File: src/rtl/jtpopeye_rom_arb.sv
`default_nettype none
// ============================================================================
// Module   : jtpopeye_rom_arb
// Brief    : Fixed-priority arbiter giving main, object and character ROM
//            clients a shared SDRAM read port, each behind a one-word cache.
// Revision : 1.0 - initial release
// ============================================================================
module jtpopeye_rom_arb #(
  parameter int          MAIN_AW   = 13,
  parameter int          OBJ_AW    = 13,
  parameter int          CHR_AW    = 11,
  parameter logic [21:0] MAIN_BASE = 22'h000000,
  parameter logic [21:0] OBJ_BASE  = 22'h002000,
  parameter logic [21:0] CHR_BASE  = 22'h004000
) (
  input  logic               clk,
  input  logic               rst_n,
  // main CPU ROM
  input  logic               main_cs,
  input  logic [MAIN_AW-1:0] main_addr,
  output logic [31:0]        main_data,
  output logic               main_ok,
  // object ROM
  input  logic               obj_cs,
  input  logic [OBJ_AW-1:0]  obj_addr,
  output logic [31:0]        obj_data,
  output logic               obj_ok,
  // character ROM
  input  logic               chr_cs,
  input  logic [CHR_AW-1:0]  chr_addr,
  output logic [31:0]        chr_data,
  output logic               chr_ok,
  // SDRAM controller
  output logic [21:0]        sdram_addr,
  output logic               sdram_req,
  input  logic               sdram_ack,
  input  logic               data_rdy,
  input  logic [31:0]        data_read
);

  localparam int c_TAG_W0 = (MAIN_AW > OBJ_AW) ? MAIN_AW : OBJ_AW;
  localparam int c_TAG_W  = (c_TAG_W0 > CHR_AW) ? c_TAG_W0 : CHR_AW;

  typedef enum logic [1:0] {
    ST_IDLE = 2'd0,
    ST_REQ  = 2'd1,
    ST_WAIT = 2'd2
  } state_t;

  typedef enum logic [1:0] {
    SEL_MAIN = 2'd0,
    SEL_OBJ  = 2'd1,
    SEL_CHR  = 2'd2
  } sel_t;

  state_t               r_state;
  sel_t                 r_sel;
  logic [c_TAG_W-1:0]   r_txn_tag;
  logic [21:0]          r_sdram_addr;
  logic                 r_sdram_req;

  logic                 r_main_valid;
  logic [MAIN_AW-1:0]   r_main_tag;
  logic [31:0]          r_main_data;
  logic                 r_obj_valid;
  logic [OBJ_AW-1:0]    r_obj_tag;
  logic [31:0]          r_obj_data;
  logic                 r_chr_valid;
  logic [CHR_AW-1:0]    r_chr_tag;
  logic [31:0]          r_chr_data;

  logic                 w_main_hit;
  logic                 w_obj_hit;
  logic                 w_chr_hit;
  logic                 w_main_pend;
  logic                 w_obj_pend;
  logic                 w_chr_pend;
  logic                 w_any_pend;
  logic [21:0]          w_main_sa;
  logic [21:0]          w_obj_sa;
  logic [21:0]          w_chr_sa;
  logic                 w_latch;
  logic                 w_main_we;
  logic                 w_obj_we;
  logic                 w_chr_we;

  // Hit / pending detection from the cache registers and live client inputs
  assign w_main_hit  = r_main_valid && (main_addr == r_main_tag);
  assign w_obj_hit   = r_obj_valid  && (obj_addr  == r_obj_tag);
  assign w_chr_hit   = r_chr_valid  && (chr_addr  == r_chr_tag);

  assign w_main_pend = main_cs && !w_main_hit;
  assign w_obj_pend  = obj_cs  && !w_obj_hit;
  assign w_chr_pend  = chr_cs  && !w_chr_hit;
  assign w_any_pend  = w_main_pend || w_obj_pend || w_chr_pend;

  assign w_main_sa   = MAIN_BASE + 22'(main_addr);
  assign w_obj_sa    = OBJ_BASE  + 22'(obj_addr);
  assign w_chr_sa    = CHR_BASE  + 22'(chr_addr);

  // Read data belongs to the outstanding transaction; ack+data together in REQ
  // is treated as ack immediately followed by data.
  assign w_latch   = ((r_state == ST_WAIT) && data_rdy) ||
                     ((r_state == ST_REQ) && sdram_ack && data_rdy);
  assign w_main_we = w_latch && (r_sel == SEL_MAIN);
  assign w_obj_we  = w_latch && (r_sel == SEL_OBJ);
  assign w_chr_we  = w_latch && (r_sel == SEL_CHR);

  assign main_ok    = main_cs && w_main_hit;
  assign obj_ok     = obj_cs  && w_obj_hit;
  assign chr_ok     = chr_cs  && w_chr_hit;
  assign main_data  = r_main_data;
  assign obj_data   = r_obj_data;
  assign chr_data   = r_chr_data;
  assign sdram_addr = r_sdram_addr;
  assign sdram_req  = r_sdram_req;

  always_ff @(posedge clk) begin
    if (!rst_n) begin
      r_state      <= ST_IDLE;
      r_sel        <= SEL_MAIN;
      r_txn_tag    <= '0;
      r_sdram_addr <= '0;
      r_sdram_req  <= 1'b0;
    end else begin
      case (r_state)
        ST_IDLE: begin
          if (w_any_pend) begin
            r_sdram_req <= 1'b1;
            r_state     <= ST_REQ;
            if (w_main_pend) begin
              r_sel        <= SEL_MAIN;
              r_txn_tag    <= c_TAG_W'(main_addr);
              r_sdram_addr <= w_main_sa;
            end else if (w_obj_pend) begin
              r_sel        <= SEL_OBJ;
              r_txn_tag    <= c_TAG_W'(obj_addr);
              r_sdram_addr <= w_obj_sa;
            end else begin
              r_sel        <= SEL_CHR;
              r_txn_tag    <= c_TAG_W'(chr_addr);
              r_sdram_addr <= w_chr_sa;
            end
          end
        end
        ST_REQ: begin
          if (sdram_ack) begin
            r_sdram_req <= 1'b0;
            r_state     <= data_rdy ? ST_IDLE : ST_WAIT;
          end
        end
        ST_WAIT: begin
          if (data_rdy) begin
            r_state <= ST_IDLE;
          end
        end
        default: begin
          r_state     <= ST_IDLE;
          r_sdram_req <= 1'b0;
        end
      endcase
    end
  end

  // The stored tag is the address that was sent, even if the client moved on
  always_ff @(posedge clk) begin
    if (!rst_n) begin
      r_main_valid <= 1'b0;
      r_main_tag   <= '0;
      r_main_data  <= '0;
    end else if (w_main_we) begin
      r_main_valid <= 1'b1;
      r_main_tag   <= r_txn_tag[MAIN_AW-1:0];
      r_main_data  <= data_read;
    end
  end

  always_ff @(posedge clk) begin
    if (!rst_n) begin
      r_obj_valid <= 1'b0;
      r_obj_tag   <= '0;
      r_obj_data  <= '0;
    end else if (w_obj_we) begin
      r_obj_valid <= 1'b1;
      r_obj_tag   <= r_txn_tag[OBJ_AW-1:0];
      r_obj_data  <= data_read;
    end
  end

  always_ff @(posedge clk) begin
    if (!rst_n) begin
      r_chr_valid <= 1'b0;
      r_chr_tag   <= '0;
      r_chr_data  <= '0;
    end else if (w_chr_we) begin
      r_chr_valid <= 1'b1;
      r_chr_tag   <= r_txn_tag[CHR_AW-1:0];
      r_chr_data  <= data_read;
    end
  end

endmodule
`default_nettype wire
File: config.mk
export PLATFORM = sky130hd
export DESIGN_NAME = jtpopeye_rom_arb
export DESIGN_NICKNAME = d
export VERILOG_FILES = /design/src/rtl/jtpopeye_rom_arb.sv
export SDC_FILE = /design/constraint.sdc
export NUM_CORES = 1
export LEC_CHECK = 0
export ABC_AREA = 1
export CORE_MARGIN = 10
export CORE_UTILIZATION = 35
export CTS_BUF_LIST = sky130_fd_sc_hd__clkbuf_4 sky130_fd_sc_hd__clkbuf_8
export CTS_CLUSTER_DIAMETER = 150
export DETAILED_ROUTE_END_ITERATION = 10
export SLEW_MARGIN = 20
export SYNTH_ARGS = -nofsm -noshare
export SYNTH_HDL_FRONTEND = slang
export SYNTH_SLANG_ARGS = --single-unit
File: constraint.sdc
create_clock -name clk -period 1.7 [get_ports clk]
set_input_delay 0.255 -clock clk [delete_from_list [all_inputs] [get_ports clk]]
set_output_delay 0.255 -clock clk [all_outputs]
set_load 0.05 [all_outputs]
Word-level counts from Yosys, hierarchy flattened --
Index checks and enable logic that the tools add are counted.
Operators by class: add/subtract/negate cells 2, eq/ne operators 10, muxes and demuxes 14, bitwise operators 1, reduce and logical (&&, ||, !) cells 26
Operators by type and width (number):
- two-way mux 16 bit | 2
- == test 13 bit | 2
- two-way mux 13 bit | 2
- adder 15 x 11 -> 16 bit (first input constant) | 1
- adder 14 x 13 -> 15 bit (first input constant) | 1
- logical AND 1 bit | 15
- two-way mux 2 bit | 6
- == test 11 bit | 1
- inequality test 2 bit (second input constant) | 3
- case mux 2 bit (3 select lines) | 1
- AND reduction 3 bit | 2
- == test 2 x 1 -> 1 bit (second input constant) | 2
- == test 2 bit (second input constant) | 2
- zero test 2 bit | 2
- zero test 1 bit | 3
- logical OR 1 bit | 3
- case mux 1 bit (3 select lines) | 1
- two-way mux 1 bit | 2
- AND reduction 2 bit | 1
- inverter 1 bit | 1
Word-level totals: bits in registers 176, input bits 76, output and inout bits 122

Depth between registers and ports, before layout --
word-level depth 8, mapped depth 14, gate-level depth less buffers 13

Worst setup path before layout --
Ideal clock, no wire load.
path type register -> output, start point register r_obj_tag[0], end point output port obj_ok, arrival 1.522 ns, required time 1.445 ns, path slack -0.077 ns, cell stages (with the launch flop) 7, cell sequence dfxtp_1 inv_1 nand2_1 nand2_1 a2111oi_0 nand3b_1 nor2_1
On the way: longest elaborated chain between the ends 3
RTL lines:
- start: declaration | line 66 | logic [OBJ_AW-1:0] r_obj_tag;
- start signal: assignment | line 185 | r_obj_tag <= r_txn_tag[OBJ_AW-1:0];
- == test 13 bit | line 89 | assign w_obj_hit = r_obj_valid && (obj_addr == r_obj_tag);
- logical AND 1 bit | line 89
- logical AND 1 bit | line 110 | assign obj_ok = obj_cs && w_obj_hit;
- end: declaration | line 27 | output logic obj_ok,
No other way between the ends.

Worst setup path after layout --
start point input port main_addr[0], end point output port main_ok
On the way: longest elaborated chain between the ends 3
RTL lines:
- start: declaration | line 20 | input logic [MAIN_AW-1:0] main_addr,
- == test 13 bit | line 88 | assign w_main_hit = r_main_valid && (main_addr == r_main_tag);
- logical AND 1 bit | line 88
- logical AND 1 bit | line 109 | assign main_ok = main_cs && w_main_hit;
- end: declaration | line 22 | output logic main_ok,
No other way between the ends.

==> impl_metrics.py <==
metrics = {
    "worst_setup_path": {
        "r2r_slack_ns": 0,
        "crit_path_max_fanout": 3,
        "worstSetupPathType": "in2out",
        "startpoint_type": "input pin",
        "cpPeakStageDelay_ns": 0.52,
        "reg2reg_from": "r_main_tag[1]",
        "crit_arrival_ns": 1.71,
        "r2r_end": "r_txn_tag[2]",
        "cp_slowest_cell": "clkdlybuf4s50_1",
        "critPathLaunch": "main_addr[0]",
        "worstPathRequired_ns": 1.44,
        "rr_worst_depth": 15,
        "crit_top_cell": "nand2_1",
        "cp_cell_sequence": "clkdlybuf4s50_1 -> inv_1 -> nand2_1 -> nand2_1 -> nor2_1 -> nand2_1 -> nor2_1 -> nand2_1 -> buf_6 -> nor2_4 -> buf_12",
        "endpoint_kind": "primary output",
    },
    "synth": {
        "synth_async_sr_flop_share_pct": 0,
        "synth_area_per_cell_um2": 6.97,
        "netlist_area_um2": 6610,
        "yosysWarnings": 0,
        "synth_cell_types": 36,
        "seq_area_frac_synth_pct": 46.6,
        "ys_ff_latch": 154,
        "syn_inst": 949,
        "synth-edff-count": 0,
        "ys.flop_type": "dfxtp_1",
    },
    "sta": {
        "hold_viol_final": 0,
        "finalMaxSlewViolations": 0,
        "fin_crit_ns": 1.97,
        "final.period_utilization_pct": 116,
        "fmax_mhz": 508,
        "fin_ws_ns": -0.270,
        "rsz0062_at_grt": "true",
        "setup_viol": 7,
        "finClkSkew_ns": 0.0138,
    },
    "cells_and_area": {
        "antenna_cells": 0,
        "drive_gt1_share_pct": 27.9,
        "nFillCells": 1851,
        "areaGrowthSynthToFinish_pct": 48.5,
        "finalNetCount": 1269,
        "stdcell_area_um2": 9820,
    },
    "status": {
        "status": "finished with violations",
        "violations": "negative setup slack",
    },
    "clocking": {
        "ctsHtreeMaxLevel": 4,
        "clkTransAtPathRegs_ns": 0.09,
        "cts.sinks": 154,
        "cts_buffer_depth": 2,
        "cts_tree": "built",
        "cts_buffers": 17,
        "cts_hold_buf": 0,
        "insertion_delay_ns": 0.46,
        "root_buffer": "clkbuf_8",
    },
    "place": {
        "place_hpwl_mm": 17.0,
        "place_congestion": 0.863,
        "io_buffers": 190,
        "dpl_cell_area_um2": 8970,
    },
    "die": {
        "die_x_um": 157,
        "die_height_um": 157,
        "fp-row-count": 50,
        "core-area_um2": 18600,
        "ios": 198,
        "start_util_pct": 35.5,
        "die_area_um2": 24800,
    },
    "global_route": {
        "grt_start_max_net_pins": 41,
        "antenna_found_initial": 1,
        "grt_util_all_layers_pct": 17.9,
        "grt_pass1_vias": 6412,
        "grt_pass1_wl_mm": 34.8,
        "overflow": 0,
    },
    "route": {
        "vias_per_cell": 4.68,
        "drtPass1Iterations": 5,
        "ant_nets": 0,
        "wl_mm": 23.5,
        "dr.first_iter.drc_count": 318,
        "vias": 6745,
        "drc": 0,
        "wire_per_inst_um": 16.3,
    },
    "worst_hold_path": {
        "whs_path_depth": 3,
        "hold_path_end": "chr_data[7]",
        "min_from": "rst_n",
        "min-delay-path-class": "in2reg",
    },
    "power_and_ir_drop": {
        "power_density_nw_per_um2": 844,
        "vdd_drop_max_mv": 0.466,
        "finalPower_mw": 8.28,
        "power.leakage_nw": 4.50,
    },
    "run": {
        "max_cap_viol_count": 0,
    },
}
[where the power goes]
group | internal [mW] | switching, mW
clock network | 1.20 | 1.46
registers | 3.75 | 0.104
logic | 0.673 | 1.10
[registers in the layout, indices dropped and copies added (netlist names)]
signal and count:
chr_data 32, r_main_valid 1, sdram_addr 2, main_data 32
r_obj_tag 13, r_main_tag 13, r_state 2, r_chr_tag 11
sdram_req 1, r_chr_valid 1, r_txn_tag 12, obj_data 32
r_sel 1, r_obj_valid 1
[worst max-delay path: cells and delay by family]
kind / cells / cell delay, ns
buffers and inverters: 4 / 0.88
AND/OR/NAND/NOR: 7 / 0.56
[metal layers]
layer | vias to the layer above | global-route usage (%) | wire length [um]
li1 | 3474 | - | -
met5 | - | 0 | 10
met2 | 176 | 28.4 | 10800
met1 | 3076 | 22.0 | 10400
met4 | 2 | 3.65 | 179
met3 | 17 | 8.05 | 2120
[layout by cell type (no fill, tap or decap), drive strengths merged]
cell           synthesis  routed
nor4                   1       1
inv                   85      87
dfxtp                154     154
conb                   1       7
clkdlybuf4s50          0      69
o22ai                  2       2
nor3b                  1       1
o211ai                 1       1
a21oi                 51      51
a211oi                 1       1
nor3                   4       4
nand2                145     145
nand3b                 2       2
bufinv                 0       1
o2111ai                2       2
o221ai                 1       1
nand4                  5       5
clkbuf                21      22
dlygate4sd2            0       5
a2111oi                1       1
clkinv                 1      11
nor2                 266     266
o21ai                148     148
buf                   34     197
nand3                 20      20
or2                    2       2
[cell usage after synthesis (4+ instances only)]
library cell  count  area [um^2]
nand4_1           5         31.3
nand3_1          18         90.1
nand2_1         139          522
o21ai_0         148          741
nor2_1          266          998
buf_4            17          128
buf_2            11         55.1
a21oi_1          40          200
inv_1            82          308
a21oi_2          11         96.3
dfxtp_1         154         3080
clkbuf_1         19         71.3
buf_6             4         45.0
nand2_2           5         31.3
[cell type report]
cell class | count | area [um^2] | share of cell area (%)
Clock buffer | 19 | 249 | 2.54
Clock inverter | 13 | 120 | 1.22
Inverter | 86 | 330 | 3.36
Multi-Input combinational cell | 660 | 3170 | 32.3
Sequential cell | 154 | 3110 | 31.6
Tap cell | 234 | 293 | 2.98
Timing Repair Buffer | 274 | 2540 | 25.9
[how the worst max path moves through the flow]
| stage | to | cells after the start |
|---|---|---|
| final | main_ok | 11 |
| after global routing | obj_ok | 9 |
| after CTS | obj_ok | 8 |
| after detailed placement | r_txn_tag[7] | 14 |
| after global placement | r_txn_tag[3] | 14 |
| after floorplan | chr_data[10] | 7 |
[repair_timing]
action                                  in CTS  in global routing
pin swaps                                   10                 23
gates cloned                                 0                  5
buffers inserted                             1                  5
endpoints found under the setup margin       4                145
gates resized for setup                     26                106
[per-stage QoR]
stage | hold slack (ns) | util (%) | setup WS (ns) | instances | TNS, ns
finish | 0.228 | 52.7 | -0.270 | 1440 | -0.767
global route | 0.214 | 52.7 | -0.389 | 1440 | -2.89
CTS | 0.206 | 50.4 | -0.281 | 1431 | -0.756
detailed placement | 0.455 | 48.1 | -0.438 | 1399 | -23.16
global placement | 0.454 | 48.1 | -0.402 | 1399 | -23.00
floorplan | 0.333 | - | 0.0289 | 955 | 0
[cells by family (layout without fill, tap and decap cells)]
kind of cell / Yosys count / count (layout) / share of synthesized area (%)
other: 1 / 7 / 0.0567
DFF: 154 / 154 / 46.6
buffers and inverters: 141 / 392 / 9.71
AOI/OAI and AO/OA: 207 / 207 / 16.6
and+or+nand+nor: 446 / 446 / 27.0
No activity file was read; power rests on OpenSTA's default activity.
